[src/rtl/emisor_sensores.sv]
// Sensor stimulus transmitter: expands accepted 2-bit codes into timed one-hot
// patterns on sensores, with a capture strobe and an all-zero gap after each.
module emisor_sensores #(
  parameter int HOLD_CYCLES = 4,
  parameter int GAP_CYCLES  = 2
) (
  input  logic       clk,
  input  logic       reset,
  input  logic [1:0] code_in,
  input  logic       code_valid,
  output logic       code_ready,
  output logic [3:0] sensores,
  output logic       enable_out,
  output logic       busy,
  output logic [1:0] cod_eco,
  output logic [3:0] count
);

  typedef enum logic [1:0] {
    IDLE  = 2'd0,
    DRIVE = 2'd1,
    GAP   = 2'd2
  } state_t;

  localparam logic [3:0] HOLD_LAST = 4'(HOLD_CYCLES - 1);
  localparam logic [3:0] HOLD_PRE  = 4'(HOLD_CYCLES - 2);
  localparam logic [3:0] GAP_LAST  = 4'(GAP_CYCLES - 1);

  state_t     state, state_next;
  logic [3:0] cyc_cnt, cyc_next;
  logic [1:0] cod_next;
  logic [3:0] count_next;
  logic [3:0] sensores_next;
  logic       enable_next;

  always_comb begin
    // NOTE: every output of this block gets a default first so no path leaves it unassigned (no latches).
    state_next  = state;
    cyc_next    = cyc_cnt;
    cod_next    = cod_eco;
    count_next  = count;
    enable_next = 1'b0;

    case (state)
      IDLE: begin
        if (code_valid) begin
          state_next = DRIVE;
          cyc_next   = 4'd0;
          cod_next   = code_in;
        end
      end
      DRIVE: begin
        if (cyc_cnt == HOLD_LAST) begin
          state_next = GAP;
          cyc_next   = 4'd0;
          count_next = count + 4'd1;
        end else begin
          cyc_next    = cyc_cnt + 4'd1;
          // Strobe is registered, so it is raised one edge early to land in the last DRIVE cycle.
          enable_next = (cyc_cnt == HOLD_PRE);
        end
      end
      GAP: begin
        if (cyc_cnt == GAP_LAST) begin
          state_next = IDLE;
          cyc_next   = 4'd0;
        end else begin
          cyc_next = cyc_cnt + 4'd1;
        end
      end
      default: begin
        state_next = IDLE;
        cyc_next   = 4'd0;
      end
    endcase

    sensores_next = (state_next == DRIVE) ? (4'b0001 << cod_next) : 4'b0000;
  end

  always_ff @(posedge clk) begin
    // NOTE: sequential state uses non-blocking assignments so all registers update together at the edge.
    if (reset) begin
      state      <= IDLE;
      cyc_cnt    <= 4'd0;
      cod_eco    <= 2'b00;
      count      <= 4'h0;
      sensores   <= 4'b0000;
      enable_out <= 1'b0;
    end else begin
      state      <= state_next;
      cyc_cnt    <= cyc_next;
      cod_eco    <= cod_next;
      count      <= count_next;
      sensores   <= sensores_next;
      enable_out <= enable_next;
    end
  end

  assign code_ready = (state == IDLE);
  assign busy       = ~code_ready;

endmodule

[config.mk]
export PLATFORM = sky130hd
export DESIGN_NAME = emisor_sensores
export DESIGN_NICKNAME = d
export VERILOG_FILES = /design/src/rtl/emisor_sensores.sv
export SDC_FILE = /design/constraint.sdc
export NUM_CORES = 1
export LEC_CHECK = 0
export BUFFER_PORTS_ARGS = -buffer_cell sky130_fd_sc_hd__buf_2
export CAP_MARGIN = 20
export CORE_MARGIN = 1.5
export CORE_UTILIZATION = 51
export CTS_BUF_LIST = sky130_fd_sc_hd__clkbuf_16
export CTS_CLUSTER_SIZE = 10
export DETAILED_ROUTE_END_ITERATION = 8
export PLACE_DENSITY = 0.76
export SYNTH_ARGS = -nofsm -noshare
export SYNTH_HDL_FRONTEND = slang
export SYNTH_SLANG_ARGS = --single-unit
export TNS_END_PERCENT = 20
[constraint.sdc]
create_clock -name clk -period 2.8 [get_ports clk]
set_clock_uncertainty 0.05 [all_clocks]
set_input_delay 0.56 -clock clk [delete_from_list [all_inputs] [get_ports clk]]
set_output_delay 0.56 -clock clk [all_outputs]
set_load 0.005 [all_outputs]
==> load_flow_metrics.sql, run 1 <==
INSERT INTO impl_metrics (metric_group, metric, value, unit) VALUES
('critical_path', 'critPathTopFamily', 'simple AND/OR/NAND/NOR gates', ''),
('sta', 'report.final.slew_viol_count', '0', ''),
('yosys', 'synth.largest_area_cell', 'dfxtp_1', ''),
('sta', 'fin_crit', '1.83', 'ns'),
('cells_and_area', 'final_layout_size_suffix_gt1_share', '22.1', '%'),
('yosys', 'synth_flop_cell', 'dfxtp_1', ''),
('flow_run', 'drv_cap', '0', ''),
('cells_and_area', 'layout.nets', '127', ''),
('routing', 'via_count', '701', ''),
('sta', 'timing.slew.headroom', '73.7', '%'),
('yosys', 'ys_seq_area_share', '40.2', '%'),
('critical_path', 'critical_path.max_fanout', '5', ''),
('sta', 'max_clock_freq', '546', 'MHz'),
('clock_network', 'cts_post_setup_buffers_inserted', '0', ''),
('yosys', 'yosysWarningCount', '0', ''),
('yosys', 'synth_top_family_by_area', 'simple AND/OR/NAND/NOR gates', ''),
('min_path', 'worstHoldPathCells', '2', ''),
('clock_network', 'cts_buf_count', '3', ''),
('yosys', 'synth.most_common_cell', 'dfxtp_1', ''),
('critical_path', 'critical_path.slowest_cell', 'dfxtp_1', ''),
('routing', 'routed_wire_length_per_instance', '12.7', 'um'),
('critical_path', 'worst-path-buf-inv', '0', ''),
('clock_network', 'cts_root_buf', 'clkbuf_16', ''),
('sta', 'timing.final.crit_share', '65.4', '%'),
('sta', 'tns', '0', 'ns'),
('min_path', 'holdPathEnd', 'cyc_cnt[0]$_SDFFE_PP0P_', ''),
('yosys', 'netlist-cell-type-count', '30', ''),
('sta', 'tightestPinTransition', '0.383', 'ns'),
('die', 'initial_core_util', '55.6', '%'),
('yosys', 'nets_in_the_synthesized_netlist', '106', ''),
('clock_network', 'clock_sinks', '17', ''),
('power_and_ir_drop', 'seqPwrFrac', '43.0', '%'),
('yosys', 'ys_top_cells_by_count', '17 x dfxtp_1, 12 x nor2_1, 8 x ha_1', ''),
('global_route', 'number_of_antenna_violations_at_the_first_check_in_global_routing', '0', ''),
('cells_and_area', 'area.growth.synth_to_final', '21.3', '%'),
('routing', 'detailed_router_iteration_count_before_antenna_repair', '3', ''),
('die', 'ios', '18', ''),
('global_route', 'grt_start_max_net_pins', '15', ''),
('critical_path', 'timing.critical_path.slowest_cell_delay', '0.39', 'ns'),
('place', 'place.gp.congestion', '0.814', ''),
('critical_path', 'critPathArrivalTime', '1.94', 'ns'),
('global_route', 'first_pass_grt_wire_length', '2750', 'um'),
('global_route', 'overflow', '0', ''),
('die', 'fp.dieH', '43.8', 'um'),
('routing', 'drt_first_iter_violations', '14', ''),
('global_route', 'grt_usage', '19.6', '%'),
('yosys', 'synth_top_area_share', '40.2', '%'),
('yosys', 'synthesized_area_fraction_occupied_by_xor_and_xnor_cells', '3.10', '%'),
('critical_path', 'r2r_setup_slack', '0.97', 'ns'),
('cells_and_area', 'antenna-diode-count', '0', ''),
('sta', 'rsz0062_at_grt', 'false', ''),
('clock_network', 'post_cts_hold_buffer_count', '0', ''),
('critical_path', 'timing.rr.start', 'cyc_cnt[0]$_SDFFE_PP0P_', ''),
('die', 'fp.dieArea', '1910', 'um^2'),
('critical_path', 'worstPathRequired', '2.91', 'ns'),
('yosys', 'synthTopCellsByArea', 'dfxtp_1 40%, ha_1 12%, nor2_1 5.3%', ''),
('routing', 'wirelength', '1640', 'um'),
('yosys', 'synth_compound_area_share', '8.86', '%'),
('place', 'dp_hpwl', '1300', 'um'),
('yosys', 'synthCells', '93', ''),
('power_and_ir_drop', 'static-leakage-power', '0.472', 'nW'),
('clock_network', 'clock_buffer_depth', '2', ''),
('critical_path', 'start_kind', 'register', ''),
('routing', 'final_antenna_net_count', '0', ''),
('yosys', 'syn_area', '847', 'um^2'),
('yosys', 'postSynth.asyncResetShare', '0', '%'),
('power_and_ir_drop', 'netSwitchingFraction', '21.2', '%'),
('min_path', 'min-delay-path-class', 'reg2reg', ''),
('clock_network', 'clock_h_tree_levels', '1', ''),
('status', 'run_status', 'finished, final reports clean', ''),
('clock_network', 'clkTransAtPathRegs', '0.05', 'ns');
==> per-layer routing <==
layer / GRT usage, % / vias to the layer above / wire, um / share of wire, %
li1: - / 366 / - / -
met1: 23.8 / 321 / 751 / 46
met4: 5.45 / 0 / 0 / 0
met3: 7.92 / 0 / 68 / 4.1
met5: 0 / - / 0 / 0
met2: 31.8 / 14 / 820 / 50
==> registers in the layout, summed over array words and instances, names as in the netlist <==
signal      flops
sensores        4
cod_eco         2
state           2
count           4
enable_out      1
cyc_cnt         4
==> metrics by stage <==
| step | total power, mW | worst slack (ns) | util (%) | cells | instance area (um^2) |
|---|---|---|---|---|---|
| global placement | 0.323 | 0.954 | 62.2 | 125 | 948 |
| CTS | 0.601 | 0.966 | 67.4 | 129 | 1030 |
| floorplan | 0.304 | 1.13 | - | 93 | 847 |
| global route | 0.621 | 0.830 | 67.4 | 129 | 1030 |
| finish | 0.593 | 0.968 | 67.4 | 129 | 1030 |
| detailed placement | 0.326 | 0.898 | 62.2 | 125 | 948 |
==> area by class of cell <==
type,instances,area (um^2),share of cell area [%]
clock buffers,3,75.1,7.31
clock inverters,1,3.75,0.365
inverters,6,22.5,2.19
multi-input cells,69,480,46.8
flip-flops and latches,17,340,33.1
well taps,16,20.0,1.95
repair buffers,17,85.1,8.28
==> tightest hold or removal path, cell delays in order, from the launching register on <==
cell	delay [ns]
dfxtp_1	0.34
nand2_1	0.07
a21oi_1	0.06
==> power by group through the flow <==
stage	Sequential, mW	Combinational (mW)	Clock (mW)
floorplan	0.260	0.0437	0
global placement	0.260	0.0639	0
detailed placement	0.260	0.0657	0
CTS	0.255	0.0658	0.280
global route	0.256	0.0730	0.292
finish	0.255	0.0656	0.273
==> kinds of logic (layout without fill, tap and decap cells) <==
| logic type | count (synthesis) | count (layout) |
|---|---|---|
| and+or+nand+nor | 45 | 45 |
| DFF | 17 | 17 |
| AOI/OAI and AO/OA | 10 | 10 |
| adders and majority gates | 8 | 8 |
| buffers and inverters | 7 | 27 |
| xor gates and xnor gates | 3 | 3 |
| muxes | 3 | 3 |
==> cells in the final DEF, fill, tap and decap left out, drive strengths merged, types with 2 or more instances in the layout <==
cell type	n
or3b	2
xor2	2
nand4	2
nor2	12
nor4	2
nor3b	2
o22ai	2
ha	8
clkbuf	3
nand3	5
inv	7
a31oi	2
a21oi	3
buf	17
nand2b	5
dfxtp	17
nand2	7
nor3	2
mux2i	3
==> how the worst max path moves through the flow <==
| stage | cells past startpoint | slack, ns | end | start |
|---|---|---|---|---|
| 2_1_floorplan | 5 | 1.13 | sensores[1]$_SDFF_PP0_ | cyc_cnt[0]$_SDFFE_PP0P_ |
| 3_3_place_gp | 5 | 0.95 | sensores[1]$_SDFF_PP0_ | reset |
| 3_5_place_dp | 5 | 0.90 | sensores[1]$_SDFF_PP0_ | reset |
| 4_1_cts | 4 | 0.97 | busy | state[0]$_SDFF_PP0_ |
| 5_1_grt | 5 | 0.83 | sensores[2]$_SDFF_PP0_ | cyc_cnt[0]$_SDFFE_PP0P_ |
| 6_report | 5 | 0.97 | sensores[1]$_SDFF_PP0_ | cyc_cnt[0]$_SDFFE_PP0P_ |
Note: power is estimated with default switching activity, not from simulation.
==> inputs of run 2 (changes only) <==
clock period = 1.7 ns   (was 2.8 ns; I/O delays follow)
==> run 2 against run 1 <==
Compared with the run above:
- largest cell class unchanged
- highest routed layer is now met4
- combinational power rose by 140%
- core utilization rose by 11 points
- the flow now finishes with violations (setup timing)
- sequential cell count did not move
- count of clock-buffer cells in the layout did not move
==> load_flow_metrics.sql, run 2 (synthesized netlist as in run 1, its figures left out) <==
INSERT INTO impl_metrics (metric_group, metric, value, unit) VALUES
('routing', 'drc', '0', ''),
('clock_network', 'tritoncts', 'built', ''),
('critical_path', 'timing.rr.end', 'sensores[1]$_SDFF_PP0_', ''),
('critical_path', 'rr_worst_depth', '5', ''),
('cells_and_area', 'antenna-diode-count', '0', ''),
('die', 'fp.dieArea', '1910', 'um^2'),
('power_and_ir_drop', 'netSwitchingFraction', '24.4', '%'),
('die', 'placement_rows', '14', ''),
('routing', 'routed_wire_length_per_instance', '15.8', 'um'),
('min_path', 'holdPathEnd', 'cod_eco[0]$_SDFF_PP0_', ''),
('cells_and_area', 'final_layout_size_suffix_gt1_share', '40.7', '%'),
('clock_network', 'clock_h_tree_levels', '1', ''),
('clock_network', 'cts_root_buf', 'clkbuf_16', ''),
('clock_network', 'clkTransAtPathRegs', '0.05', 'ns'),
('power_and_ir_drop', 'worst_ir_drop_vdd', '0.000650', 'V'),
('cells_and_area', 'post-route-util', '78.3', '%'),
('critical_path', 'critical_path.slowest_cell', 'or3b_2', ''),
('sta', 'max_clock_freq', '577', 'MHz'),
('critical_path', 'worstSetupPathType', 'reg2reg', ''),
('power_and_ir_drop', 'power_density', '884', 'nW/um^2'),
('critical_path', 'timing.critical_path.slowest_cell_delay', '0.48', 'ns'),
('die', 'core_area', '1520', 'um^2'),
('cells_and_area', 'area.growth.synth_to_final', '40.9', '%'),
('die', 'fp.dieH', '43.8', 'um'),
('die', 'die_width', '43.8', 'um'),
('sta', 'finish_stage_setup_viols', '2', ''),
('sta', 'finalWorstSetupSlack', '-0.0346', 'ns'),
('critical_path', 'worst_path_cell_chain', 'ha_1 -> or3b_2 -> a31oi_2 -> o22ai_4 -> nor3b_2', ''),
('global_route', 'grt_usage', '21.1', '%'),
('cells_and_area', 'layout_common_cells', '17 x buf_2, 15 x dfxtp_1, 12 x nor2_1, 10 x buf_4, 7 x nand2_1', ''),
('clock_network', 'clock_sinks', '17', ''),
('power_and_ir_drop', 'pwr-share-comb', '14.8', '%'),
('global_route', 'number_of_antenna_violations_at_the_first_check_in_global_routing', '0', ''),
('place', 'place.gp.congestion', '0.879', ''),
('critical_path', 'timing.rr.start', 'state[0]$_SDFF_PP0_', ''),
('global_route', 'grt_start_max_net_pins', '14', ''),
('clock_network', 'cts_buf_count', '3', ''),
('routing', 'wirelength', '2190', 'um'),
('routing', 'route.detailed.vias_per_inst', '5.72', ''),
('routing', 'drt_first_iter_violations', '25', ''),
('status', 'run_status', 'finished, violations left', ''),
('critical_path', 'critPathArrivalTime', '1.86', 'ns'),
('sta', 'holdWs', '0.372', 'ns'),
('cells_and_area', 'layout.nets', '137', ''),
('critical_path', 'worstSetupEndpointType', 'register', ''),
('sta', 'timing.slew.headroom', '75.5', '%'),
('place', 'port_buffers', '17', ''),
('routing', 'final_antenna_net_count', '0', ''),
('global_route', 'overflow', '0', ''),
('status', 'failed_checks', 'setup timing', ''),
('place', 'dp_hpwl', '1330', 'um'),
('sta', 'report.final.slew_viol_count', '0', ''),
('routing', 'via_count', '795', ''),
('power_and_ir_drop', 'p_total', '1.06', 'mW'),
('critical_path', 'critical_path.max_fanout', '4', ''),
('critical_path', 'worstPathRequired', '1.82', 'ns'),
('sta', 'rsz0062_at_grt', 'true', ''),
('power_and_ir_drop', 'power_switching', '0.258', 'mW'),
('sta', 'fin_crit', '1.73', 'ns'),
('global_route', 'grt_pass1_vias', '675', ''),
('clock_network', 'insertion_delay_of_the_later_clocked_pin_in_the_worst_skew_pair', '0.25', 'ns'),
('power_and_ir_drop', 'static-leakage-power', '0.549', 'nW'),
('min_path', 'min_from', 'code_in[0]', ''),
('place', 'preCtsSetupSlack', '-0.0448', 'ns'),
('critical_path', 'r2r_setup_slack', '-0.03', 'ns'),
('clock_network', 'clock_buffer_depth', '2', ''),
('routing', 'detailed_router_iteration_count_before_antenna_repair', '4', ''),
('critical_path', 'start_kind', 'register', ''),
('cells_and_area', 'largest_registers', 'count (4), cyc_cnt (4), sensores (4)', ''),
('min_path', 'worstHoldPathCells', '3', ''),
('sta', 'finalHoldViolCount', '0', ''),
('global_route', 'first_pass_grt_wire_length', '2930', 'um'),
('flow_run', 'drv_cap', '0', ''),
('min_path', 'min-delay-path-class', 'in2reg', ''),
('power_and_ir_drop', 'share_clk_of_total_power', '45.5', '%'),
('cells_and_area', 'layout_commonest_cell', 'buf_2', ''),
('sta', 'tightestPinTransition', '0.360', 'ns'),
('power_and_ir_drop', 'p_int', '0.797', 'mW'),
('die', 'ios', '18', ''),
('clock_network', 'post_cts_hold_buffer_count', '0', ''),
('die', 'initial_core_util', '55.6', '%'),
('power_and_ir_drop', 'seqPwrFrac', '39.8', '%'),
('sta', 'timing.final.crit_share', '102', '%');
==> run 2: routing by layer <==
metal	up-vias	part of all wire (%)	track usage [%]	wire, um
met4	0	1.1	9.09	24
met5	-	0	0	0
li1	385	-	-	-
met3	6	5.0	3.75	109
met2	27	48	34.4	1060
met1	377	46	27.2	997
==> run 2: timing repair <==
action,CTS,global route
resized for setup,3,15
buffers inserted,0,1
pin swaps,3,4
setup endpoints to repair,3,6
==> run 2: power groups by stage <==
stage	Clock, mW	Combinational, mW	Sequential, mW
after floorplan	0	0.0720	0.428
after global placement	0	0.118	0.426
after detailed placement	0	0.121	0.427
after CTS	0.478	0.125	0.418
after global routing	0.497	0.166	0.421
final	0.480	0.156	0.420
==> run 2: layout make-up <==
class	instances	area, um^2
clock buffers	3	75.1
clock inverters	1	5.00
flip-flops and latches	17	343
well taps	16	20.0
multi-input cells	69	568
fillers	103	330
repair buffers	27	160
inverters	6	22.5
==> run 2: critical path: cells and delay by family, from the launching register on <==
kind | cells | cell delay, ns
AOI/OAI and AO/OA | 2 | 0.39
and+or+nand+nor | 2 | 0.66
adders and majority gates | 1 | 0.22
DFF | 1 | 0.34
==> run 2: how the worst max path moves through the flow <==
| stage | to | slack (ns) | depth (start not counted) | start |
|---|---|---|---|---|
| after detailed placement | sensores[1]$_SDFF_PP0_ | -0.04 | 6 | cyc_cnt[1]$_SDFFE_PP0P_ |
| after global placement | sensores[1]$_SDFF_PP0_ | 0.008 | 6 | cyc_cnt[1]$_SDFFE_PP0P_ |
| after floorplan | sensores[2]$_SDFF_PP0_ | 0.03 | 5 | cyc_cnt[0]$_SDFFE_PP0P_ |
| after CTS | sensores[2]$_SDFF_PP0_ | -0.002 | 6 | cyc_cnt[1]$_SDFFE_PP0P_ |
| final | sensores[1]$_SDFF_PP0_ | -0.03 | 5 | state[0]$_SDFF_PP0_ |
| after global routing | sensores[1]$_SDFF_PP0_ | -0.11 | 5 | state[0]$_SDFF_PP0_ |
==> run 2: metrics by stage <==
step | setup TNS [ns] | cell area [um^2] | instances
5_1_grt | -0.318 | 1190 | 139
6_report | -0.0643 | 1190 | 139
3_5_place_dp | -0.0831 | 1020 | 134
4_1_cts | -0.00184 | 1110 | 138
2_1_floorplan | 0 | 847 | 93
3_3_place_gp | 0 | 1020 | 134
==> inputs of run 3 (changes only) <==
ABC_AREA = 1   (was unset)
==> run 3 against run 2 <==
Compared with the run above:
- the flow now finishes without violations
- total power decreased by 5.9%
- routed wire length is 23% lower
- global-route usage is 0.63 points lower
- sequential share of layout area increased by 4.0 points
- die area is 0.82% higher
- via count decreased by 2.9%
- setup slack improved by 0.17 ns
- register-to-register slack improved by 0.19 ns
- combinational power fell by 24%
- highest routed layer unchanged
- clock power shrank 5.2%
- final area decreased by 13%
==> load_flow_metrics.sql, run 3 <==
INSERT INTO impl_metrics (metric_group, metric, value, unit) VALUES
('cells_and_area', 'area.growth.synth_to_final', '21.5', '%'),
('global_route', 'first_pass_grt_wire_length', '2880', 'um'),
('place', 'dpl.cell_count', '146', ''),
('yosys', 'syn_area_per_cell', '7.56', 'um^2'),
('clock_network', 'clock_sinks', '17', ''),
('sta', 'timing.final.crit_share', '92.2', '%'),
('critical_path', 'worstSetupPathType', 'reg2out', ''),
('yosys', 'nets_in_the_synthesized_netlist', '126', ''),
('sta', 'rsz0062_at_grt', 'false', ''),
('critical_path', 'timing.rr.start', 'state[1]$_SDFF_PP0_', ''),
('power_and_ir_drop', 'netSwitchingFraction', '22.8', '%'),
('power_and_ir_drop', 'share_clk_of_total_power', '45.9', '%'),
('sta', 'finish_stage_setup_viols', '0', ''),
('global_route', 'grt_usage', '20.4', '%'),
('yosys', 'synth_flop_cell', 'dfxtp_1', ''),
('cells_and_area', 'largest_registers', 'count (4), cyc_cnt (4), sensores (4)', ''),
('critical_path', 'timing.rr.end', 'cyc_cnt[3]$_SDFFE_PP0P_', ''),
('routing', 'detailed_router_iteration_count_before_antenna_repair', '4', ''),
('sta', 'holdWs', '0.314', 'ns'),
('clock_network', 'cts_buf_count', '3', ''),
('die', 'fp.dieH', '43.9', 'um'),
('power_and_ir_drop', 'power_density', '956', 'nW/um^2'),
('power_and_ir_drop', 'power_switching', '0.226', 'mW'),
('clock_network', 'cts_root_buf', 'clkbuf_16', ''),
('routing', 'drc', '0', ''),
('die', 'die_width', '43.9', 'um'),
('sta', 'finalWorstSetupSlack', '0.132', 'ns'),
('cells_and_area', 'layout_common_cells', '21 x inv_1, 20 x nand2_1, 17 x dfxtp_1, 17 x buf_2, 14 x nor2_1', ''),
('clock_network', 'post_cts_resized', '0', ''),
('min_path', 'min-delay-path-class', 'in2reg', ''),
('die', 'ios', '18', ''),
('clock_network', 'cts_post_setup_buffers_inserted', '0', ''),
('critical_path', 'rr_worst_depth', '9', ''),
('yosys', 'synth.largest_area_cell', 'dfxtp_1', ''),
('sta', 'fin_crit', '1.57', 'ns'),
('min_path', 'min_from', 'reset', ''),
('cells_and_area', 'layout.nets', '148', ''),
('yosys', 'syn_area', '855', 'um^2'),
('critical_path', 'worstSetupEndpointType', 'output port', ''),
('place', 'place.gp.congestion', '0.841', ''),
('global_route', 'overflow', '0', ''),
('routing', 'final_antenna_net_count', '0', ''),
('sta', 'report.final.slew_viol_count', '0', ''),
('min_path', 'worstHoldPathCells', '2', ''),
('place', 'preCtsSetupSlack', '0.219', 'ns'),
('critical_path', 'critical_path.max_fanout', '4', ''),
('power_and_ir_drop', 'seqPwrFrac', '42.2', '%'),
('place', 'dp_hpwl', '1280', 'um'),
('yosys', 'postSynth.asyncResetShare', '0', '%'),
('die', 'fp.dieArea', '1930', 'um^2'),
('clock_network', 'clkTransAtPathRegs', '0.05', 'ns'),
('global_route', 'grt_pass1_vias', '691', ''),
('yosys', 'synth_edf_count', '0', ''),
('sta', 'max_clock_freq', '638', 'MHz'),
('power_and_ir_drop', 'p_total', '0.993', 'mW'),
('global_route', 'grt_start_max_net_pins', '10', ''),
('cells_and_area', 'final_layout_size_suffix_gt1_share', '23.1', '%'),
('power_and_ir_drop', 'static-leakage-power', '0.532', 'nW'),
('sta', 'tightestPinTransition', '0.285', 'ns'),
('die', 'core_area', '1540', 'um^2'),
('sta', 'timing.slew.headroom', '80.9', '%'),
('yosys', 'synth_top_area_share', '39.8', '%'),
('critical_path', 'worstPathRequired', '1.31', 'ns'),
('routing', 'drt_first_iter_violations', '12', ''),
('clock_network', 'post_cts_hold_buffer_count', '0', ''),
('routing', 'wirelength', '1680', 'um'),
('routing', 'via_count', '772', ''),
('yosys', 'yosysWarningCount', '0', ''),
('yosys', 'netlist-cell-type-count', '19', ''),
('sta', 'finalHoldViolCount', '0', ''),
('yosys', 'ys_top_cells_by_count', '20 x inv_1, 20 x nand2_1, 17 x dfxtp_1', ''),
('critical_path', 'start_kind', 'register', ''),
('power_and_ir_drop', 'p_int', '0.767', 'mW'),
('yosys', 'number_of_storage_elements_in_the_synthesis_netlist', '17', ''),
('power_and_ir_drop', 'worst_ir_drop_vdd', '0.000655', 'V'),
('critical_path', 'r2r_setup_slack', '0.16', 'ns'),
('place', 'placed_area', '960', 'um^2'),
('flow_run', 'drv_cap', '0', ''),
('cells_and_area', 'post-route-util', '67.4', '%'),
('cells_and_area', 'final_cells', '150', ''),
('power_and_ir_drop', 'pwr-share-comb', '11.9', '%'),
('routing', 'routed_wire_length_per_instance', '11.2', 'um'),
('routing', 'route.detailed.vias_per_inst', '5.15', ''),
('yosys', 'ys_seq_area_share', '39.8', '%'),
('global_route', 'number_of_antenna_violations_at_the_first_check_in_global_routing', '0', ''),
('critical_path', 'critPathArrivalTime', '1.18', 'ns'),
('clock_network', 'tritoncts', 'built', ''),
('min_path', 'holdPathEnd', 'cyc_cnt[1]$_SDFFE_PP0P_', ''),
('place', 'port_buffers', '17', ''),
('clock_network', 'insertion_delay_of_the_later_clocked_pin_in_the_worst_skew_pair', '0.25', 'ns'),
('die', 'initial_core_util', '55.4', '%'),
('yosys', 'synthCells', '113', ''),
('status', 'run_status', 'finished, final reports clean', ''),
('sta', 'tns', '0', 'ns'),
('cells_and_area', 'postLayoutCellArea', '1040', 'um^2'),
('clock_network', 'clock_h_tree_levels', '1', ''),
('cells_and_area', 'layout_commonest_cell', 'inv_1', ''),
('die', 'placement_rows', '14', ''),
('yosys', 'synthTopCellsByArea', 'dfxtp_1 40%, ha_1 12%, inv_1 8.8%', ''),
('cells_and_area', 'antenna-diode-count', '0', ''),
('clock_network', 'clock_buffer_depth', '2', '');
run 3: worst max-delay path: stages, from the launching register on:
cell and delay, ns:
dfxtp_1 0.38, inv_1 0.10, ha_1 0.24, inv_2 0.10, buf_2 0.11
run 3: cells by family after synthesis:
family / Yosys count / synth area share (%)
adder cells (fa/ha/maj): 8 / 11.7
buffers and inverters: 22 / 9.81
AO/OA/AOI/OAI: 15 / 9.37
AND/OR/NAND/NOR: 51 / 29.3
flip-flops: 17 / 39.8
run 3: worst max-delay path by stage:
stage / slack (ns) / startpoint / cells past startpoint / end
floorplan: 0.36 / state[1]$_SDFF_PP0_ / 9 / cyc_cnt[3]$_SDFFE_PP0P_
global placement: 0.25 / state[1]$_SDFF_PP0_ / 9 / cyc_cnt[3]$_SDFFE_PP0P_
detailed placement: 0.22 / state[1]$_SDFF_PP0_ / 9 / cyc_cnt[3]$_SDFFE_PP0P_
CTS: 0.15 / state[1]$_SDFF_PP0_ / 4 / busy
global route: 0.07 / state[1]$_SDFF_PP0_ / 10 / sensores[1]$_SDFF_PP0_
finish: 0.13 / state[1]$_SDFF_PP0_ / 4 / busy
run 3: layer usage:
metal,wire length [um],global-route usage (%),up-vias
met4,21,5.45,0
met5,0,0,-
met3,73,7.50,3
met2,823,32.9,13
met1,759,25.6,360
li1,-,-,396
run 3: cell type report:
class                      count  area [um^2]
sequential                    17          340
inverter                      22         83.8
tap                           16         20.0
multi-input combinational     74          430
timing repair buffer          17         85.1
clock buffer                   3         75.1
clock inverter                 1         3.75
fill                         122          503
run 3: power groups by stage:
stage | clock, mW | combinational (mW) | sequential, mW
4_1_cts | 0.463 | 0.118 | 0.419
3_5_place_dp | 0 | 0.114 | 0.427
5_1_grt | 0.488 | 0.133 | 0.420
3_3_place_gp | 0 | 0.112 | 0.426
6_report | 0.455 | 0.118 | 0.419
2_1_floorplan | 0 | 0.0758 | 0.428
